[src/rtl/siggen_pkg.sv]
// ============================================================================
// Module      : siggen_pkg
// Description : Shared encodings for the signal-generator parameter control:
//               edit-field codes, controller state codes, waveform codes,
//               amplitude-range defaults and the parameter-set record.
// Revision    : 1.0 - initial release
// ============================================================================
`default_nettype none

package siggen_pkg;

   // Field currently targeted by the up/down keys
   localparam logic [1:0] FIELD_WAVE = 2'd0;
   localparam logic [1:0] FIELD_FREQ = 2'd1;
   localparam logic [1:0] FIELD_AMP  = 2'd2;

   // Waveform select codes understood by the waveform ROM
   localparam logic [1:0] WAVE_SINE     = 2'd0;
   localparam logic [1:0] WAVE_SQUARE   = 2'd1;
   localparam logic [1:0] WAVE_TRIANGLE = 2'd2;
   localparam logic [1:0] WAVE_SAW      = 2'd3;

   // Default amplitude code range
   localparam int AMP_MIN_DEF = 1;
   localparam int AMP_MAX_DEF = 9;

   // Commit controller states
   typedef enum logic [1:0] {
      ST_IDLE    = 2'd0,
      ST_PENDING = 2'd1,
      ST_COMMIT  = 2'd2
   } state_t;

   // One complete parameter set (shadow, snapshot or active copy)
   typedef struct packed {
      logic [1:0] wave;
      logic [3:0] freq;
      logic [4:0] amp;
   } cfg_t;

   // Edit field rotates WAVE -> FREQ -> AMP -> WAVE
   function automatic logic [1:0] next_field(input logic [1:0] f);
      return (f == FIELD_AMP) ? FIELD_WAVE : f + 2'd1;
   endfunction

endpackage

`default_nettype wire

[src/rtl/siggen_bound_step.sv]
// ============================================================================
// Module      : siggen_bound_step
// Description : Combinational +/-1 step of a value inside [MIN_VAL,MAX_VAL].
//               At a bound the value wraps to the opposite bound when
//               SIGGEN_PARAM_WRAP_EN is defined, otherwise it saturates.
//               'changed' flags that the result differs from the input.
// Revision    : 1.0 - initial release
// ============================================================================
`default_nettype none

module siggen_bound_step #(
   parameter int WIDTH   = 4,
   parameter int MIN_VAL = 0,
   parameter int MAX_VAL = 15
) (
   input  logic [WIDTH-1:0] value,
   input  logic             inc,
   input  logic             dec,
   output logic [WIDTH-1:0] next_value,
   output logic             changed
);

   localparam logic [WIDTH-1:0] C_MIN = WIDTH'(MIN_VAL);
   localparam logic [WIDTH-1:0] C_MAX = WIDTH'(MAX_VAL);

   // Bounded step; increment wins if a caller ever asserts both
   always_comb begin
      next_value = value;
      if (inc) begin
         if (value >= C_MAX) begin
`ifdef SIGGEN_PARAM_WRAP_EN
            next_value = C_MIN;
`else
            next_value = C_MAX;
`endif
         end else begin
            next_value = value + WIDTH'(1);
         end
      end else if (dec) begin
         if (value <= C_MIN) begin
`ifdef SIGGEN_PARAM_WRAP_EN
            next_value = C_MAX;
`else
            next_value = C_MIN;
`endif
         end else begin
            next_value = value - WIDTH'(1);
         end
      end
      changed = (next_value != value);
   end

endmodule

`default_nettype wire

[src/rtl/siggen_param_ctrl.sv]
// ============================================================================
// Module      : siggen_param_ctrl
// Description : Key-driven parameter controller. Key pulses edit shadow
//               copies of waveform, frequency index and amplitude; the
//               shadow set is committed to the DDS datapath only at a phase
//               accumulator wrap (or after a forced-commit timeout).
//               Optional macro SIGGEN_PARAM_WRAP_EN: edits wrap at the
//               bounds instead of saturating.
// Revision    : 1.0 - initial release
// ============================================================================
`default_nettype none

module siggen_param_ctrl
   import siggen_pkg::*;
#(
   parameter int WAVE_NUM  = 4,
   parameter int FREQ_MAX  = 15,
   parameter int AMP_MIN   = AMP_MIN_DEF,
   parameter int AMP_MAX   = AMP_MAX_DEF,
   parameter int COMMIT_TO = 1000000,
   parameter int IDLE_TO   = 250000000
) (
   input  logic       clk,
   input  logic       rst,
   input  logic       key_sel_flag,
   input  logic       key_up_flag,
   input  logic       key_dn_flag,
   input  logic       phase_wrap,
   output logic [1:0] edit_field,
   output logic [1:0] wave_sel,
   output logic [3:0] freq_idx,
   output logic [4:0] amplitude,
   output logic       cfg_update,
   output logic       pending
);

   localparam int CW = (COMMIT_TO > 1) ? $clog2(COMMIT_TO) : 1;
   localparam int IW = (IDLE_TO > 1) ? $clog2(IDLE_TO) : 1;
   localparam logic [CW-1:0] C_COMMIT_LAST = CW'(COMMIT_TO - 1);
   localparam logic [IW-1:0] C_IDLE_LAST   = IW'(IDLE_TO - 1);
   localparam cfg_t C_CFG_RESET = '{wave: WAVE_SINE, freq: 4'd0, amp: 5'(AMP_MIN)};

   state_t        state_q, state_d;
   cfg_t          shadow_q, shadow_d;
   cfg_t          snap_q, snap_d;
   cfg_t          active_q, active_d;
   logic [1:0]    edit_field_q, edit_field_d;
   logic [CW-1:0] commit_cnt_q, commit_cnt_d;
   logic [IW-1:0] idle_cnt_q, idle_cnt_d;
   logic          rearm_q, rearm_d;
   logic          cfg_update_q, cfg_update_d;

   // Resolved key actions: sel dominates, simultaneous up+dn cancels
   logic w_up, w_dn, w_any_key;
   assign w_up      = ~key_sel_flag & key_up_flag & ~key_dn_flag;
   assign w_dn      = ~key_sel_flag & key_dn_flag & ~key_up_flag;
   assign w_any_key = key_sel_flag | key_up_flag | key_dn_flag;

   logic [1:0] w_wave_next;
   logic [3:0] w_freq_next;
   logic [4:0] w_amp_next;
   logic       w_wave_chg, w_freq_chg, w_amp_chg, w_change;

   siggen_bound_step #(.WIDTH(2), .MIN_VAL(0), .MAX_VAL(WAVE_NUM - 1)) u_step_wave (
      .value      (shadow_q.wave),
      .inc        (w_up && (edit_field_q == FIELD_WAVE)),
      .dec        (w_dn && (edit_field_q == FIELD_WAVE)),
      .next_value (w_wave_next),
      .changed    (w_wave_chg)
   );

   siggen_bound_step #(.WIDTH(4), .MIN_VAL(0), .MAX_VAL(FREQ_MAX)) u_step_freq (
      .value      (shadow_q.freq),
      .inc        (w_up && (edit_field_q == FIELD_FREQ)),
      .dec        (w_dn && (edit_field_q == FIELD_FREQ)),
      .next_value (w_freq_next),
      .changed    (w_freq_chg)
   );

   siggen_bound_step #(.WIDTH(5), .MIN_VAL(AMP_MIN), .MAX_VAL(AMP_MAX)) u_step_amp (
      .value      (shadow_q.amp),
      .inc        (w_up && (edit_field_q == FIELD_AMP)),
      .dec        (w_dn && (edit_field_q == FIELD_AMP)),
      .next_value (w_amp_next),
      .changed    (w_amp_chg)
   );

   assign w_change = w_wave_chg | w_freq_chg | w_amp_chg;

   // Shadow edits, edit-field rotation and idle return to the WAVE field
   always_comb begin
      shadow_d     = '{wave: w_wave_next, freq: w_freq_next, amp: w_amp_next};
      edit_field_d = edit_field_q;
      idle_cnt_d   = idle_cnt_q;
      if (w_any_key) begin
         idle_cnt_d = '0;
      end else if (idle_cnt_q != C_IDLE_LAST) begin
         idle_cnt_d = idle_cnt_q + IW'(1);
         // One-shot: fires only on the cycle the counter reaches its limit
         if (idle_cnt_d == C_IDLE_LAST) begin
            edit_field_d = FIELD_WAVE;
         end
      end
      if (key_sel_flag) begin
         edit_field_d = next_field(edit_field_q);
      end
   end

   // Commit sequencing; the snapshot freezes the shadow that existed before
   // the trigger edge so edits racing the trigger go to the next commit
   always_comb begin
      state_d      = state_q;
      snap_d       = snap_q;
      active_d     = active_q;
      rearm_d      = rearm_q;
      commit_cnt_d = '0;
      cfg_update_d = 1'b0;
      case (state_q)
         ST_IDLE: begin
            if (w_change) begin
               state_d = ST_PENDING;
            end
         end
         ST_PENDING: begin
            if (phase_wrap || (commit_cnt_q == C_COMMIT_LAST)) begin
               state_d = ST_COMMIT;
               snap_d  = shadow_q;
               rearm_d = w_change;
            end else begin
               commit_cnt_d = commit_cnt_q + CW'(1);
            end
         end
         ST_COMMIT: begin
            active_d     = snap_q;
            cfg_update_d = 1'b1;
            state_d      = (rearm_q || w_change) ? ST_PENDING : ST_IDLE;
         end
         default: begin
            state_d = ST_IDLE;
         end
      endcase
   end

   // State registers with synchronous reset
   always_ff @(posedge clk) begin
      if (rst) begin
         state_q      <= ST_IDLE;
         shadow_q     <= C_CFG_RESET;
         snap_q       <= C_CFG_RESET;
         active_q     <= C_CFG_RESET;
         edit_field_q <= FIELD_WAVE;
         commit_cnt_q <= '0;
         idle_cnt_q   <= '0;
         rearm_q      <= 1'b0;
         cfg_update_q <= 1'b0;
      end else begin
         state_q      <= state_d;
         shadow_q     <= shadow_d;
         snap_q       <= snap_d;
         active_q     <= active_d;
         edit_field_q <= edit_field_d;
         commit_cnt_q <= commit_cnt_d;
         idle_cnt_q   <= idle_cnt_d;
         rearm_q      <= rearm_d;
         cfg_update_q <= cfg_update_d;
      end
   end

   assign edit_field = edit_field_q;
   assign wave_sel   = active_q.wave;
   assign freq_idx   = active_q.freq;
   assign amplitude  = active_q.amp;
   assign cfg_update = cfg_update_q;
   assign pending    = (state_q != ST_IDLE);

endmodule

`default_nettype wire

[config.mk]
export PLATFORM = sky130hd
export DESIGN_NAME = siggen_param_ctrl
export DESIGN_NICKNAME = d
export VERILOG_FILES = /design/src/rtl/siggen_pkg.sv /design/src/rtl/siggen_bound_step.sv /design/src/rtl/siggen_param_ctrl.sv
export SDC_FILE = /design/constraint.sdc
export NUM_CORES = 1
export LEC_CHECK = 0
export ABC_AREA = 1
export CORE_MARGIN = 4
export CORE_UTILIZATION = 24
export DETAILED_ROUTE_END_ITERATION = 8
export DONT_BUFFER_PORTS = 1
export MAX_ROUTING_LAYER = met4
export PLACE_DENSITY_LB_ADDON = 0.12
export SETUP_SLACK_MARGIN = 0.1
export SLEW_MARGIN = 40
export SYNTH_ARGS = -nofsm -noshare
export SYNTH_HDL_FRONTEND = slang
export SYNTH_SLANG_ARGS = --single-unit
[constraint.sdc]
create_clock -name clk -period 1.9 [get_ports clk]
set_input_delay 0.57 -clock clk [delete_from_list [all_inputs] [get_ports clk]]
set_output_delay 0.57 -clock clk [all_outputs]
set_load 0.05 [all_outputs]
==> results of run 1 <==
## logic make-up (layout without fill, tap and decap cells)
| group | count (synthesis) | after routing | synth area share |
|---|---|---|---|
| simple gates | 384 | 384 | 0.378 |
| fa+ha+maj | 8 | 8 | 0.0217 |
| flops | 87 | 87 | 0.378 |
| buf+inv | 86 | 188 | 0.0711 |
| compound gates | 97 | 97 | 0.119 |
| xor+xnor | 16 | 16 | 0.0304 |
| mux | 1 | 1 | 0.00217 |
## synthesized netlist by cell type (7+ instances only)
cell type | count | area share
inv_1 | 65 | 0.053
nand3_1 | 31 | 0.034
nor2_2 | 12 | 0.016
inv_2 | 7 | 0.0057
clkbuf_1 | 7 | 0.0057
nor2_1 | 122 | 0.099
ha_1 | 8 | 0.022
nand2_1 | 158 | 0.13
dfxtp_1 | 87 | 0.38
xor2_1 | 13 | 0.025
nand2_2 | 10 | 0.014
nand4_1 | 12 | 0.016
o21ai_0 | 35 | 0.038
nor3_1 | 11 | 0.012
nor2_4 | 7 | 0.017
a21oi_1 | 39 | 0.042
## metal layers
| layer | share of wire | GRT usage | up-vias |
|---|---|---|---|
| li1 | - | - | 2373 |
| met1 | 0.50 | 0.164 | 2085 |
| met2 | 0.46 | 0.188 | 52 |
| met3 | 0.025 | 0.0155 | 10 |
| met4 | 0.014 | 0.0437 | 0 |
| met5 | 0 | - | - |
## critical path, stage by stage (launching register included)
cell	delay (ps)
dfxtp_2	360
ha_4	150
nand2_4	60
nor2_4	140
nand3_4	100
nor3_4	230
nand3_2	140
nor2_4	180
nand3_2	100
nor2_4	150
nand2_2	70
o21ai_2	110
a21oi_1	50
## through the flow
step / hold WS, ps / TNS [ps]
after CTS: 266 / 0
after global routing: 264 / -673
after global placement: 464 / -515
final: 280 / -33.2
after detailed placement: 467 / -477
after floorplan: 440 / 0
## area by class of cell
cell class / instances / share of cell area
Clock buffer: 9 / 0.0348
Clock inverter: 7 / 0.0124
Inverter: 76 / 0.0458
Multi-Input combinational cell: 506 / 0.462
Sequential cell: 87 / 0.278
Tap cell: 260 / 0.0502
Timing Repair Buffer: 96 / 0.116
## flip-flops by register name, indices dropped and copies added (netlist names)
name,flops
wave_sel,2
snap_q,11
freq_idx,4
state_q,2
rearm_q,1
amplitude,5
commit_cnt_q,20
cfg_update,1
idle_cnt_q,28
shadow_q,11
edit_field,2
## path summary, 6_finish.rpt
| check | slack [ps] | to | cells past startpoint |
|---|---|---|---|
| hold / removal | 280 | shadow_q[1] | 1 |
| setup reg to reg | -30 | commit_cnt_q[18] | 12 |
| setup / recovery | -30 | commit_cnt_q[18] | 12 |
| hold reg to reg | 480 | commit_cnt_q[17] | 2 |
## report_power, final
part | total, mW | switching [mW] | internal, mW
sequential | 1.96 | 0.0911 | 1.87
combinational | 0.323 | 0.201 | 0.122
clock | 1.85 | 0.811 | 1.04
total | 4.13 | 1.10 | 3.03
## what timing repair did
action / in CTS / in global routing
endpoints found under the setup margin: 17 / 38
buffers inserted: 5 / 19
pin swaps: 10 / 50
resized for setup: 35 / 146
cloned: 0 / 2
==> metrics.txt, run 1 <==
status=finished with violations; failing checks=negative setup slack; FFs w/ async S/R, synth=0; Distinct cells, synth=42; drt wl/cell=12.4 um; filler cell count=~2000; final worst slack=-33.2 ps; vias in the first global route=4270; number of synthesized flops with an enable pin=0; I/O Buffers=0; FP Rows=50; H-Tree Depth=3; clk buf depth=2; Final Hold Fails=0; All-Layer GR Usage=0.122; syn avg cell area=6.79 sq um; synthesized area=approximately 4600 sq um; die height=147 um; Final Net Count=790; Reg area=about 1800 sq um; multi-input logic area=~3000 sq um; HP Class=in2reg; initial antenna violation count=0; Sink Count=87; Clk pin slew, worst setup/hold paths=70 ps; Ports=21; post-route ant nets=0; placed insts=1000; Placed Area=5450 sq um; drt first pass iters=5; gr ovfl total=0; Final period util=1.02; commonest non-fill, non-tap cell in the layout=nand2_1; pins over their slew limit=0; #FFs+latches synth=87; crit-path max FO=4; syn nets=slightly below 700; most frequent cells in the layout=130 x nand2_1, 94 x nor2_1, 88 x buf_4; Pleak=2.60 nW; worst-case clock skew=9.96 ps; Post-CTS Hold Buffers=0; Die Span X=147 um; cell count after synthesis=679; Residual DRC=0; CP Launch Type=register; Post-Layout Cell Count=1041; vias per cell=4.34; dpl hpwl=9.58 mm; Power, Total=4.13 mW; first-pass GRT wire length=20.9 mm; Clock Latency Late Sink=340 ps; Seq/Total Area, Yosys=0.378; CP required=2140 ps; Yosys Warn Count=0; final setup violating endpoints=1; Post-Place Worst Slack=-127 ps; Starting Density=0.245; DR vias=roughly 4500; share of cells above drive strength 1=0.370; pin count of the biggest net entering global routing=28; P per Cell Area=638 nW/um^2; Post-Layout Inst Area=~6500 sq um; ys flop type=dfxtp_1; CTS Buf Count=9; clock tree from TritonCTS=built; Peak Freq=0.517 GHz; r2r startpoint=commit_cnt_q[0]; IR drop worst, VDD=0.354 mV; Clock Tree Root=clkbuf_16; Max transition margin=0.636; Max Cap Viol=0; Setup CP Type=reg2reg; Worst-Margin Slew=545 ps; Iter 0 DRT Violations=261; Arr. time, crit path=approximately 2200 ps; crit end category=register; core area=18800 sq um; total die area=around 21000 sq um; antenna cells=0; routability congestion estimate from global placement=about 0.87; unrepaired setup endpoints after global routing=yes; Min-Delay Startpoint=rst; final WL=12.9 mm; final worst path period need=1930 ps; Critical Path Start=commit_cnt_q[0]; Layout area overhead=40.5%; Core Util, Final=0.344
No activity file was read; power rests on OpenSTA's default activity.
==> run 2, diff against run 1 <==
--- a/config.mk
+++ b/config.mk
@@ -6,10 +6,12 @@
 export NUM_CORES = 1
 export LEC_CHECK = 0
 export ABC_AREA = 1
+export CAP_MARGIN = 0
 export CORE_MARGIN = 4
 export CORE_UTILIZATION = 24
 export DETAILED_ROUTE_END_ITERATION = 8
 export DONT_BUFFER_PORTS = 1
+export GPL_TIMING_DRIVEN = 0
 export MAX_ROUTING_LAYER = met4
 export PLACE_DENSITY_LB_ADDON = 0.12
 export SETUP_SLACK_MARGIN = 0.1
==> run 2 against run 1 <==
Compared with the run above: the run now ends clean; count of clock-buffer cells in the layout stayed put; cell area is 5.9% lower; clock skew is 0.82 ps higher; critical path depth is 2 higher; register-to-register slack better by 120 ps; worst setup slack better by 120 ps; wire length is 1.2% lower.
==> metrics.txt, run 2 (same netlist as run 1, synthesis figures left out) <==
initial antenna violation count=0 (unchanged); Die Span X=147 um (unchanged); clock tree from TritonCTS=built (unchanged); share of cells above drive strength 1=0.317 (was 0.370); antenna cells=0 (unchanged); Arr. time, crit path=2050 ps (was 2170 ps); pins over their slew limit=0 (unchanged); Final Hold Fails=0 (unchanged); IR drop worst, VDD=0.377 mV (was 0.354 mV); Reg area=1810 sq um (was 1800 sq um); Ports=21 (unchanged); Setup CP Type=reg2reg (unchanged); HP Class=in2reg (unchanged); crit-path max FO=5 (was 4); Clock Tree Root=clkbuf_16 (unchanged); die height=147 um (unchanged); Peak Freq=0.550 GHz (was 0.517 GHz); setup TNS=0 ps (was -33.2 ps); CTS Buf Count=9 (unchanged); Post-CTS Hold Buffers=0 (unchanged); placed insts=939 (was 1000); clk buf depth=2 (unchanged); Largest Register=idle_cnt_q (unchanged); multi-input logic area=2980 sq um (was 3000 sq um); I/O Buffers=0 (unchanged); hold path depth=1 (unchanged); Layout area overhead=32.1% (was 40.5%); vias per cell=4.46 (was 4.34); final worst slack=82.0 ps (was -33.2 ps); worst-case clock skew=10.8 ps (was 9.96 ps); crit end category=register (unchanged); unrepaired setup endpoints after global routing=yes (unchanged); dpl hpwl=9.30 mm (was 9.58 mm); All-Layer GR Usage=0.124 (was 0.122); Clk pin slew, worst setup/hold paths=70 ps (about the same); Starting Density=0.245 (unchanged); Post-Layout Cell Count=994 (was 1041); Max transition margin=0.626 (was 0.636); core area=18800 sq um (unchanged); Pleak=2.24 nW (was 2.60 nW); routability congestion estimate from global placement=0.881 (was 0.870); Iter 0 DRT Violations=272 (was 261); filler cell count=2045 (was 2007); Clock Latency Late Sink=350 ps (was 340 ps); gr ovfl total=0 (unchanged); drt wl/cell=12.9 um (was 12.4 um); Largest stage delay, worst path=380 ps (was 360 ps); P per Cell Area=682 nW/um^2 (was 638 nW/um^2); cell family with most CP delay=simple AND/OR/NAND/NOR gates (unchanged); CP max stage cell=dfxtp_4 (was dfxtp_2); final WL=12.8 mm (was 12.9 mm); FP Rows=50 (unchanged); Final Net Count=743 (was 790); Final period util=0.957 (was 1.02); drt first pass iters=5 (unchanged); CP required=2140 ps (about the same); Worst-Margin Slew=561 ps (was 545 ps); commonest non-fill, non-tap cell in the layout=nand2_1 (unchanged); post-route ant nets=0 (unchanged); DR vias=4434 (was 4520); pin count of the biggest net entering global routing=17 (was 28); H-Tree Depth=3 (unchanged); Sink Count=87 (unchanged); r2r worst-path depth=14 (was 12); CP bufs+invs=2 (was 0); Residual DRC=0 (unchanged); vias in the first global route=4231 (was 4270); Largest register FFs=28 (unchanged); most frequent cells in the layout=129 x nand2_1, 100 x nor2_1, 58 x dfxtp_1 (was 130 x nand2_1, 94 x nor2_1, 88 x buf_4); CP Launch Type=register (unchanged); WP depth=14 (was 12); Post-Place Worst Slack=-401 ps (was -127 ps); total die area=21500 sq um (unchanged); final setup violating endpoints=0 (was 1); first-pass GRT wire length=21.1 mm (was 20.9 mm); CP Cell Sequence=ha_4, inv_4, nor2_4, nand2_4, nand2_2, nand2_2, inv_2, nand3_2, nor2_2, nand2_1, nor2_2, nand3_2, o21bai_4, a21oi_2 (was ha_4, nand2_4, nor2_4, nand3_4, nor3_4, nand3_2, nor2_4, nand3_2, nor2_4, nand2_2, o21ai_2, a21oi_1); final worst path period need=1820 ps (was 1930 ps); Max Cap Viol=0 (unchanged); status=finished clean (was finished with violations); top flop regs=idle_cnt_q x28, commit_cnt_q x20 (unchanged)
==> run 2: power breakdown <==
| group | total, mW | leakage, nW | internal [mW] | switching [mW] |
|---|---|---|---|---|
| registers | 1.98 | 0.720 | 1.87 | 0.106 |
| logic | 0.318 | 1.38 | 0.114 | 0.203 |
| clock network | 1.86 | 0.144 | 1.04 | 0.823 |
| total | 4.15 | 2.24 | 3.02 | 1.13 |
==> run 2: metrics by stage <==
step / hold slack [ps] / total power [mW] / util / cell area, sq um
floorplan: 440 / 2.21 / - / 4620
global placement: 460 / 2.27 / 0.262 / 4940
detailed placement: 467 / 2.28 / 0.262 / 4940
CTS: 272 / 4.19 / 0.298 / 5610
global route: 279 / 4.35 / 0.324 / 6090
finish: 294 / 4.15 / 0.324 / 6090
==> run 2: layout make-up <==
type,instances,area share
well taps,260,0.0534
inverters,76,0.0518
multi-input cells,506,0.489
clock buffers,9,0.0370
flip-flops and latches,87,0.296
repair buffers,39,0.0499
clock inverters,7,0.0129
plain buffers,10,0.00924
==> run 2: timing repair <==
item	CTS	global route
buffers inserted	20	19
pin swaps	27	44
hold endpoints to repair	0	0
setup endpoints to repair	41	40
gates resized for setup	68	113
==> run 2: final timing paths <==
path	startpoint	to	slack [ps]
min	rst	shadow_q[7]	290
max	idle_cnt_q[0]	edit_field[0]	80
min reg2reg	commit_cnt_q[3]	commit_cnt_q[3]	470
max reg2reg	idle_cnt_q[0]	edit_field[0]	80
==> run 2: per-layer routing <==
metal	up-vias	global-route usage	wire, um	share of wire
met5	-	-	0	0
met4	0	0.0494	217	0.017
met3	13	0.0220	477	0.037
met2	57	0.193	6000	0.47
met1	2072	0.159	6080	0.48
li1	2292	-	-	-
==> run 3, diff against run 2 <==
--- a/config.mk
+++ b/config.mk
@@ -14,6 +14,7 @@
 export GPL_TIMING_DRIVEN = 0
 export MAX_ROUTING_LAYER = met4
 export PLACE_DENSITY_LB_ADDON = 0.12
+export RECOVER_POWER = 25
 export SETUP_SLACK_MARGIN = 0.1
 export SLEW_MARGIN = 40
 export SYNTH_ARGS = -nofsm -noshare
==> run 3 against run 2 <==
Compared with the run above: core utilization is essentially flat; flip-flop and latch count stayed put; count of clock-buffer cells in the layout did not move; register-to-register slack barely moved; clock power is essentially flat; critical endpoint unchanged; largest power group unchanged.
==> metrics.txt, run 3 (same netlist as run 1, synthesis figures left out) <==
Clk pin slew, worst setup/hold paths=70 ps (about the same); vias in the first global route=4231 (unchanged); Worst-Margin Slew=561 ps (about the same); antenna cells=0 (unchanged); status=finished clean (unchanged); Largest register FFs=28 (unchanged); Arr. time, crit path=2060 ps (was 2050 ps); FF-to-FF setup slack=80 ps (about the same); crit-path max FO=5 (unchanged); pin count of the biggest net entering global routing=17 (unchanged); Largest Register=idle_cnt_q (unchanged); FP Rows=50 (unchanged); unrepaired setup endpoints after global routing=yes (unchanged); drt first pass iters=5 (unchanged); Starting Density=0.245 (unchanged); commonest non-fill, non-tap cell in the layout=nand2_1 (unchanged); top flop regs=idle_cnt_q x28, commit_cnt_q x20 (unchanged); CP endpoint=edit_field[0] (unchanged); worst-case clock skew=10.5 ps (was 10.8 ps); CTS Buf Count=9 (unchanged); Iter 0 DRT Violations=271 (was 272); All-Layer GR Usage=0.124 (unchanged); CP max stage cell=dfxtp_4 (unchanged); CP Cell Sequence=ha_4, inv_4, nor2_4, nand2_4, nand2_2, nand2_2, inv_2, nand3_2, nor2_2, nand2_1, nor2_2, nand3_2, o21bai_4, a21oi_2 (unchanged); cell family with most CP delay=simple AND/OR/NAND/NOR gates (unchanged); clk buf depth=2 (unchanged); pins over their slew limit=0 (unchanged); Core Util, Final=0.323 (was 0.324); Max Cap Viol=0 (unchanged); dpl hpwl=9.30 mm (unchanged); r2r startpoint=idle_cnt_q[0] (unchanged); r2r endpoint=edit_field[0] (unchanged); first-pass GRT wire length=21.1 mm (unchanged); filler cell count=2046 (was 2045); Clock Tree Root=clkbuf_16 (unchanged); crit end category=register (unchanged); HP Class=in2reg (unchanged); I/O Buffers=0 (unchanged); Critical Path Start=idle_cnt_q[0] (unchanged); WP depth=14 (unchanged); gr ovfl total=0 (unchanged); Pleak=2.24 nW (about the same); Die Span X=147 um (unchanged); P per Cell Area=682 nW/um^2 (about the same); Final period util=0.959 (was 0.957); final setup violating endpoints=0 (unchanged); Ports=21 (unchanged); CP bufs+invs=2 (unchanged); CP Launch Type=register (unchanged); routability congestion estimate from global placement=0.881 (unchanged); Clock Latency Late Sink=350 ps (about the same); r2r worst-path depth=14 (unchanged); die height=147 um (unchanged); Sink Count=87 (unchanged); vias per cell=4.46 (about the same); final worst path period need=1820 ps (about the same); most frequent cells in the layout=130 x nand2_1, 100 x nor2_1, 58 x dfxtp_1 (was 129 x nand2_1, 100 x nor2_1, 58 x dfxtp_1); Residual DRC=0 (unchanged); Max transition margin=0.626 (about the same); Setup CP Type=reg2reg (unchanged); post-route ant nets=0 (unchanged); Largest stage delay, worst path=380 ps (about the same); initial antenna violation count=0 (unchanged); Layout area overhead=32.1% (about the same); placed insts=939 (unchanged); DR vias=4436 (was 4434); final WL=12.8 mm (about the same); core area=18800 sq um (unchanged); Post-Layout Cell Count=994 (unchanged); IR drop worst, VDD=0.377 mV (about the same); H-Tree Depth=3 (unchanged); CP required=2140 ps (about the same); drt wl/cell=12.9 um (about the same); Peak Freq=0.549 GHz (was 0.550 GHz); Final Net Count=743 (unchanged); Final Hold Fails=0 (unchanged); total die area=21500 sq um (unchanged); clock tree from TritonCTS=built (unchanged); share of cells above drive strength 1=0.316 (was 0.317)
## run 3: layer usage
| metal | vias to the layer above | GRT usage | routed length [um] |
|---|---|---|---|
| li1 | 2295 | - | - |
| met1 | 2070 | 0.159 | 6150 |
| met2 | 58 | 0.193 | 6000 |
| met3 | 13 | 0.0220 | 420 |
| met4 | 0 | 0.0494 | 217 |
| met5 | - | - | 0 |
## run 3: stage by stage
step	instance area (sq um)	hold WS, ps	setup slack, ps	TNS [ps]	power (mW)
6_report	6090	292	77.4	0	4.15
5_1_grt	6090	279	-40.1	-84.8	4.35
4_1_cts	5610	272	8.34	0	4.19
3_5_place_dp	4940	467	-401	-3010	2.28
3_3_place_gp	4940	460	-397	-2640	2.27
2_1_floorplan	4620	440	108	0	2.21
## run 3: final cells by class
| class | count | area (sq um) | share of cell area |
|---|---|---|---|
| inverters | 76 | 315 | 0.0518 |
| clock buffers | 9 | 225 | 0.0370 |
| clock inverters | 7 | 78.8 | 0.0129 |
| well taps | 260 | 325 | 0.0534 |
| multi-input cells | 506 | 2980 | 0.489 |
| plain buffers | 10 | 56.3 | 0.00925 |
| repair buffers | 39 | 304 | 0.0499 |
| flip-flops and latches | 87 | 1810 | 0.296 |
## run 3: repair_timing
action,in CTS,in global routing
gates resized for setup,68,113
endpoints found under the hold margin,0,0
pin swaps,27,44
hold buffers,0,0
endpoints found under the setup margin,41,40
buffers inserted,20,19
## run 3: worst min-delay path by stage
| stage | startpoint | end | slack (ps) | cells past startpoint |
|---|---|---|---|---|
| after floorplan | commit_cnt_q[0] | commit_cnt_q[0] | 440 | 1 |
| after global placement | commit_cnt_q[0] | commit_cnt_q[0] | 460 | 1 |
| after detailed placement | commit_cnt_q[3] | commit_cnt_q[3] | 470 | 2 |
| after CTS | rst | shadow_q[7] | 270 | 1 |
| after global routing | rst | shadow_q[7] | 280 | 1 |
| final | rst | shadow_q[7] | 290 | 1 |
## run 3: power breakdown
group,internal [mW],switching [mW]
logic,0.113,0.202
clock network,1.04,0.824
registers,1.87,0.106
total,3.02,1.13
==> RTL edit 1, RTL diff (config.mk and constraints of run 1) <==
The option `SIGGEN_PARAM_WRAP_EN` is turned on by a define.
--- a/src/rtl/siggen_bound_step.sv
+++ b/src/rtl/siggen_bound_step.sv
@@ -8,4 +8,6 @@
 // ============================================================================
 `default_nettype none
+
+`define SIGGEN_PARAM_WRAP_EN
 
 module siggen_bound_step #(
Function: changed (a bounded check fails within 4 cycles, from zero or initial values and one cycle with rst high).
==> RTL edit 1 against run 1 <==
  * Synthesized area up 0.43%
  * Sequential cell count unchanged
  * Setup slack better by 85 ps
  * Wire length up 0.67%
  * Design area up 0.27%
  * Critical path depth up 4
  * Total power up 5.5%
  * Count of clock-buffer cells in the layout unchanged
==> RTL edit 1: results (changes against run 1) <==
* Crit path max-delay cell type: dfxtp_4
* DR pass1 iterations at 4 (-1)
* Fill cell count at 1995 (-0.60%)
* Worst Path Arrival at 2070 ps (-100 ps)
* Yosys cell types at 34 (-19%)
* Global Route Usage Sum at 12.68% (+0.50 points)
* Register area share after synthesis at 37.61% (-0.16 points)
* Routability cong. at 0.8763 (+0.77%)
* Synth Flop Type: dfxtp_1
* Status: completed
* Detailed placer's ending HPWL at 9768 um (+2.0%)
* Commonest cells in the netlist: 157 x nand2_1, 113 x nor2_1, 89 x inv_1
* Placed Area at 5522 um^2 (+1.4%)
* Final net count at 809 (+2.4%)
* Layout Cells excl Fill at 1057 (+1.5%)
* Leak Pwr at 2.711 nW (+4.4%)
* Place WS at -118.4 ps (+8.953 ps)
* Synth area leaders: dfxtp_1 38%, nand2_1 13%, nor2_1 9.2%, inv_1 7.2%, nand3_1 5.2%
* Critical R2R Launch: idle_cnt_q[7]
* Vias in the first global route at 4543 (+6.4%)
* Synth Area in XOR/XNOR at 3.215% (+0.18 points)
* Worst vdd ir at 0.5313 mV (+50%)
* Global-route wire length before repair at 21920 um (+4.9%)
* Gate Count Post-Synth at 697 (+2.7%)
* DP Cell Count at 1025 (+2.5%)
* Synth Area in Compound Gates at 11.21% (-0.67 points)
* Post-Route WL at 13020 um (+0.67%)
* Mux contribution to synthesized area at 0% (-0.22 points)
* Adder-Cell Fraction of Synth Area at 2.702% (+0.53 points)
* DR vias at 4626 (+2.3%)
* Share of layout cells above drive strength 1 at 32.62% (-4.4 points)
* Relative slew margins at 64.10% (+0.48 points)
-- RTL edit 1: power groups by stage --
stage               clock (mW)  combinational [mW]  sequential, mW
detailed placement           0               0.392            2.07
floorplan                    0               0.265            2.06
finish                    1.94               0.407            2.02
CTS                       2.02               0.395            2.03
global route              2.09               0.461            2.03
global placement             0               0.391            2.07
-- RTL edit 1: repair_timing --
item,CTS,global route
endpoints found under the hold margin,0,0
pin swaps,18,49
buffers inserted,4,12
setup endpoints to repair,6,25
hold buffers,0,0
cloned,1,0
resized for setup,40,118
-- RTL edit 1: final cells by class --
class	count	area, um^2	share of cell area, %
Clock inverter	6	93.84	1.445
Tap cell	260	325.3	5.009
Inverter	95	356.6	5.490
Clock buffer	9	225.2	3.468
Sequential cell	87	1814	27.93
Timing Repair Buffer	96	772.0	11.89
Multi-Input combinational cell	504	2908	44.77
-- RTL edit 1: worst paths after layout --
path                                   endpoint  slack [ps]  cells past startpoint
worst max-delay path              edit_field[0]          50                     16
worst min-delay path                shadow_q[6]         290                      1
worst max register to register    edit_field[0]          50                     16
worst min register to register  commit_cnt_q[0]         460                      1
-- RTL edit 1: worst reg2reg max path, cell delays in order, from the launching register on --
cell and delay (ps):
dfxtp_4 360, nand2_4 70, buf_4 110, nor2_4 40
buf_6 130, nand2_4 70, nor2_2 50, buf_4 120
buf_4 120, nand3_2 60, nand2_1 60, nor2_2 80
nand3_1 100, nor2_2 140, nand3_2 100, nand2_2 90
a21oi_2 50
-- RTL edit 1: through the flow --
step | power [mW] | TNS (ps)
5_1_grt | 4.584 | -117.4
6_report | 4.360 | 0
3_3_place_gp | 2.465 | -132.5
4_1_cts | 4.447 | -10.13
3_5_place_dp | 2.464 | -303.9
2_1_floorplan | 2.329 | 0
-- RTL edit 1: per-layer routing --
metal | wire (um) | track usage, %
met5 | 0 | -
met4 | 294 | 5.219
met3 | 353 | 1.851
met2 | 6115 | 20.14
met1 | 6260 | 16.22
-- RTL edit 1: cells by family after synthesis --
family | Yosys count
and+or+nand+nor | 380
buffers and inverters | 107
AOI/OAI and AO/OA | 96
DFF | 87
xor gates and xnor gates | 17
adders and majority gates | 10
==> RTL edit 2, RTL diff (config.mk and constraints of run 1) <==
Made on the original files. Reset style: asynchronous (`rst`), changed in one clocked block. Comments in the files are not updated.
--- a/src/rtl/siggen_param_ctrl.sv
+++ b/src/rtl/siggen_param_ctrl.sv
@@ -143,5 +143,5 @@
 
    // State registers with synchronous reset
-   always_ff @(posedge clk) begin
+   always_ff @(posedge clk or posedge rst) begin
       if (rst) begin
          state_q      <= ST_IDLE;
Behaviour: differs if rst is asserted again (counterexample within 4 cycles, from zero or initial values and one cycle with rst high); with rst held inactive, the same outputs for 10 cycles.
==> RTL edit 2 against run 1 <==
  * The flow still finishes with violations (negative setup slack)
  * First-iteration DRC count grew 20%
  * Synthesized area grew 13%
  * Design area grew 20%
  * Wire length grew 23%
  * Setup slack lost 51 ps
  * Die area grew 12%
  * Largest cell class unchanged
  * Via count grew 13%
  * Sequential cell count is the same
  * Global-route usage grew 1.3 points
  * Critical endpoint is now edit_field[1]
Power is not compared: it rests on default switching activity, and its combinational part moved more than twofold at a synthesized area within 25%.
==> RTL edit 2: results (changes against run 1) <==
* Worst hold path class: in -> async
* Final Skew at 7.724 ps (-2.234 ps)
* Metal2 WL at 7538 um (+27%)
* Number of cells on the worst reg-to-reg path at 14 (+2)
* Fin Setup TNS at -633.8 ps (-600.6 ps)
* DR iter-0 viols at 313 (+20%)
* Worst Path Arrival at 2220 ps (+50 ps)
* DR vias at 5105 (+13%)
* Crit path max-delay cell type: dfrtp_1
* Detailed placer's ending HPWL at 11300 um (+18%)
* Register area share after synthesis at 42.00% (+4.2 points)
* Clock root cell: clkbuf_16
* DP Cell Count at 1081 (+8.1%)
* Asr flop ratio synth at 100.0% (+100 points)
* Commonest cells in the netlist: 226 x nand2_1, 85 x nor2_1, 84 x dfrtp_1
* Final net count at 875 (+11%)
* Vias in the first global route at 5012 (+17%)
* Failing checks: negative setup slack
* Gate Count Post-Synth at 713 (+5.0%)
* Place WS at -204.9 ps (-77.59 ps)
* Layout Cells excl Fill at 1141 (+9.6%)
* Syn_nets at 727 (+4.9%)
* Relative slew margins at 62.81% (-0.81 points)
* Worst stage delay on the critical path at 410 ps (+50 ps)
* WL met3 at 473 um (+46%)
* Top delay family on crit path: simple AND/OR/NAND/NOR gates
* DR pass1 iterations at 4 (-1)
* Synth Flop Type: dfrtp_1
* Post-Route WL at 15960 um (+23%)
* Status: finished with violations
* Global Route Usage Sum at 13.52% (+1.3 points)
* Crit path max fanout at 3 (-1)
* Final setup vio count at 15 (+14)
* Largest net degree at the start of global routing at 37 (+32%)
* Global-route wire length before repair at 25650 um (+23%)
* Skew-Pair Late Insertion Delay at 350 ps
* Share of layout cells above drive strength 1 at 41.45% (+4.5 points)
* Routability cong. at 0.9456 (+8.7%)
* Yosys cell types at 39 (-7.1%)
* Worst Setup Slack, final at -84.13 ps (-50.93 ps)
RTL edit 2: cell types whose count changed after synthesis, sizes merged, moves of 6 or more:
cell / run 1 / this run
a21oi: 39 / 15
dfrtp: 0 / 84
dfxtp: 87 / 0
inv: 72 / 86
nand2: 169 / 238
nand3: 36 / 61
nand4: 12 / 18
nor2: 141 / 108
o21ai: 41 / 26
RTL edit 2: cells by family (layout without fill, tap and decap cells):
| family | count (synthesis) | in the layout | synth area share (%) |
|---|---|---|---|
| adders and majority gates | 8 | 8 | 1.928 |
| buffers and inverters | 97 | 250 | 7.277 |
| AOI/OAI and AO/OA | 51 | 51 | 5.567 |
| xor gates and xnor gates | 18 | 18 | 3.036 |
| and+or+nand+nor | 452 | 452 | 40.19 |
| DFF | 87 | 87 | 42.00 |
RTL edit 2: per-layer routing:
layer	up-vias	GRT usage [%]
li1	2567	-
met1	2449	18.36
met2	67	20.54
met3	22	2.559
met4	0	4.037
met5	-	-
RTL edit 2: worst register-to-register path, delay by kind of cell, from the launching register on:
kind                     cells  cell delay, ps
AND/OR/NAND/NOR             11            1040
flip-flops                   1             410
buffers and inverters        2             250
adder cells (fa/ha/maj)      1             160
RTL edit 2: report_power, final:
part	internal (mW)	total (mW)	switching (mW)
Combinational	1.21	2.76	1.54
Sequential	2.24	2.98	0.740
Clock	1.16	1.95	0.788
RTL edit 2: final timing paths:
path / to / slack [ps] / start
setup / recovery: edit_field[1] / -80 / idle_cnt_q[1]
hold / removal: commit_cnt_q[19] / 140 / rst
setup reg to reg: edit_field[1] / -80 / idle_cnt_q[1]
hold reg to reg: amplitude[0] / 480 / snap_q[0]
max in group asynchronous: snap_q[0] / 1160 / rst
min in group clk: edit_field[1] / 340 / key_sel_flag
RTL edit 2: area by class of cell:
cell class | instances | area (um^2)
timing repair buffer | 146 | 1256
timing repair inverter | 2 | 16.27
tap | 275 | 344.1
multi-input combinational | 529 | 3292
sequential | 87 | 2193
clock buffer | 10 | 229.0
fill | 2126 | 13390
inverter | 86 | 344.1
clock inverter | 6 | 93.84
RTL edit 2: repair_timing:
item                                    4_1_cts  5_1_grt
endpoints found under the setup margin       23       45
hold buffers                                  0        0
buffers inserted                             15       28
pin swaps                                    19       52
gates resized for setup                      55      151
cloned                                        2        1
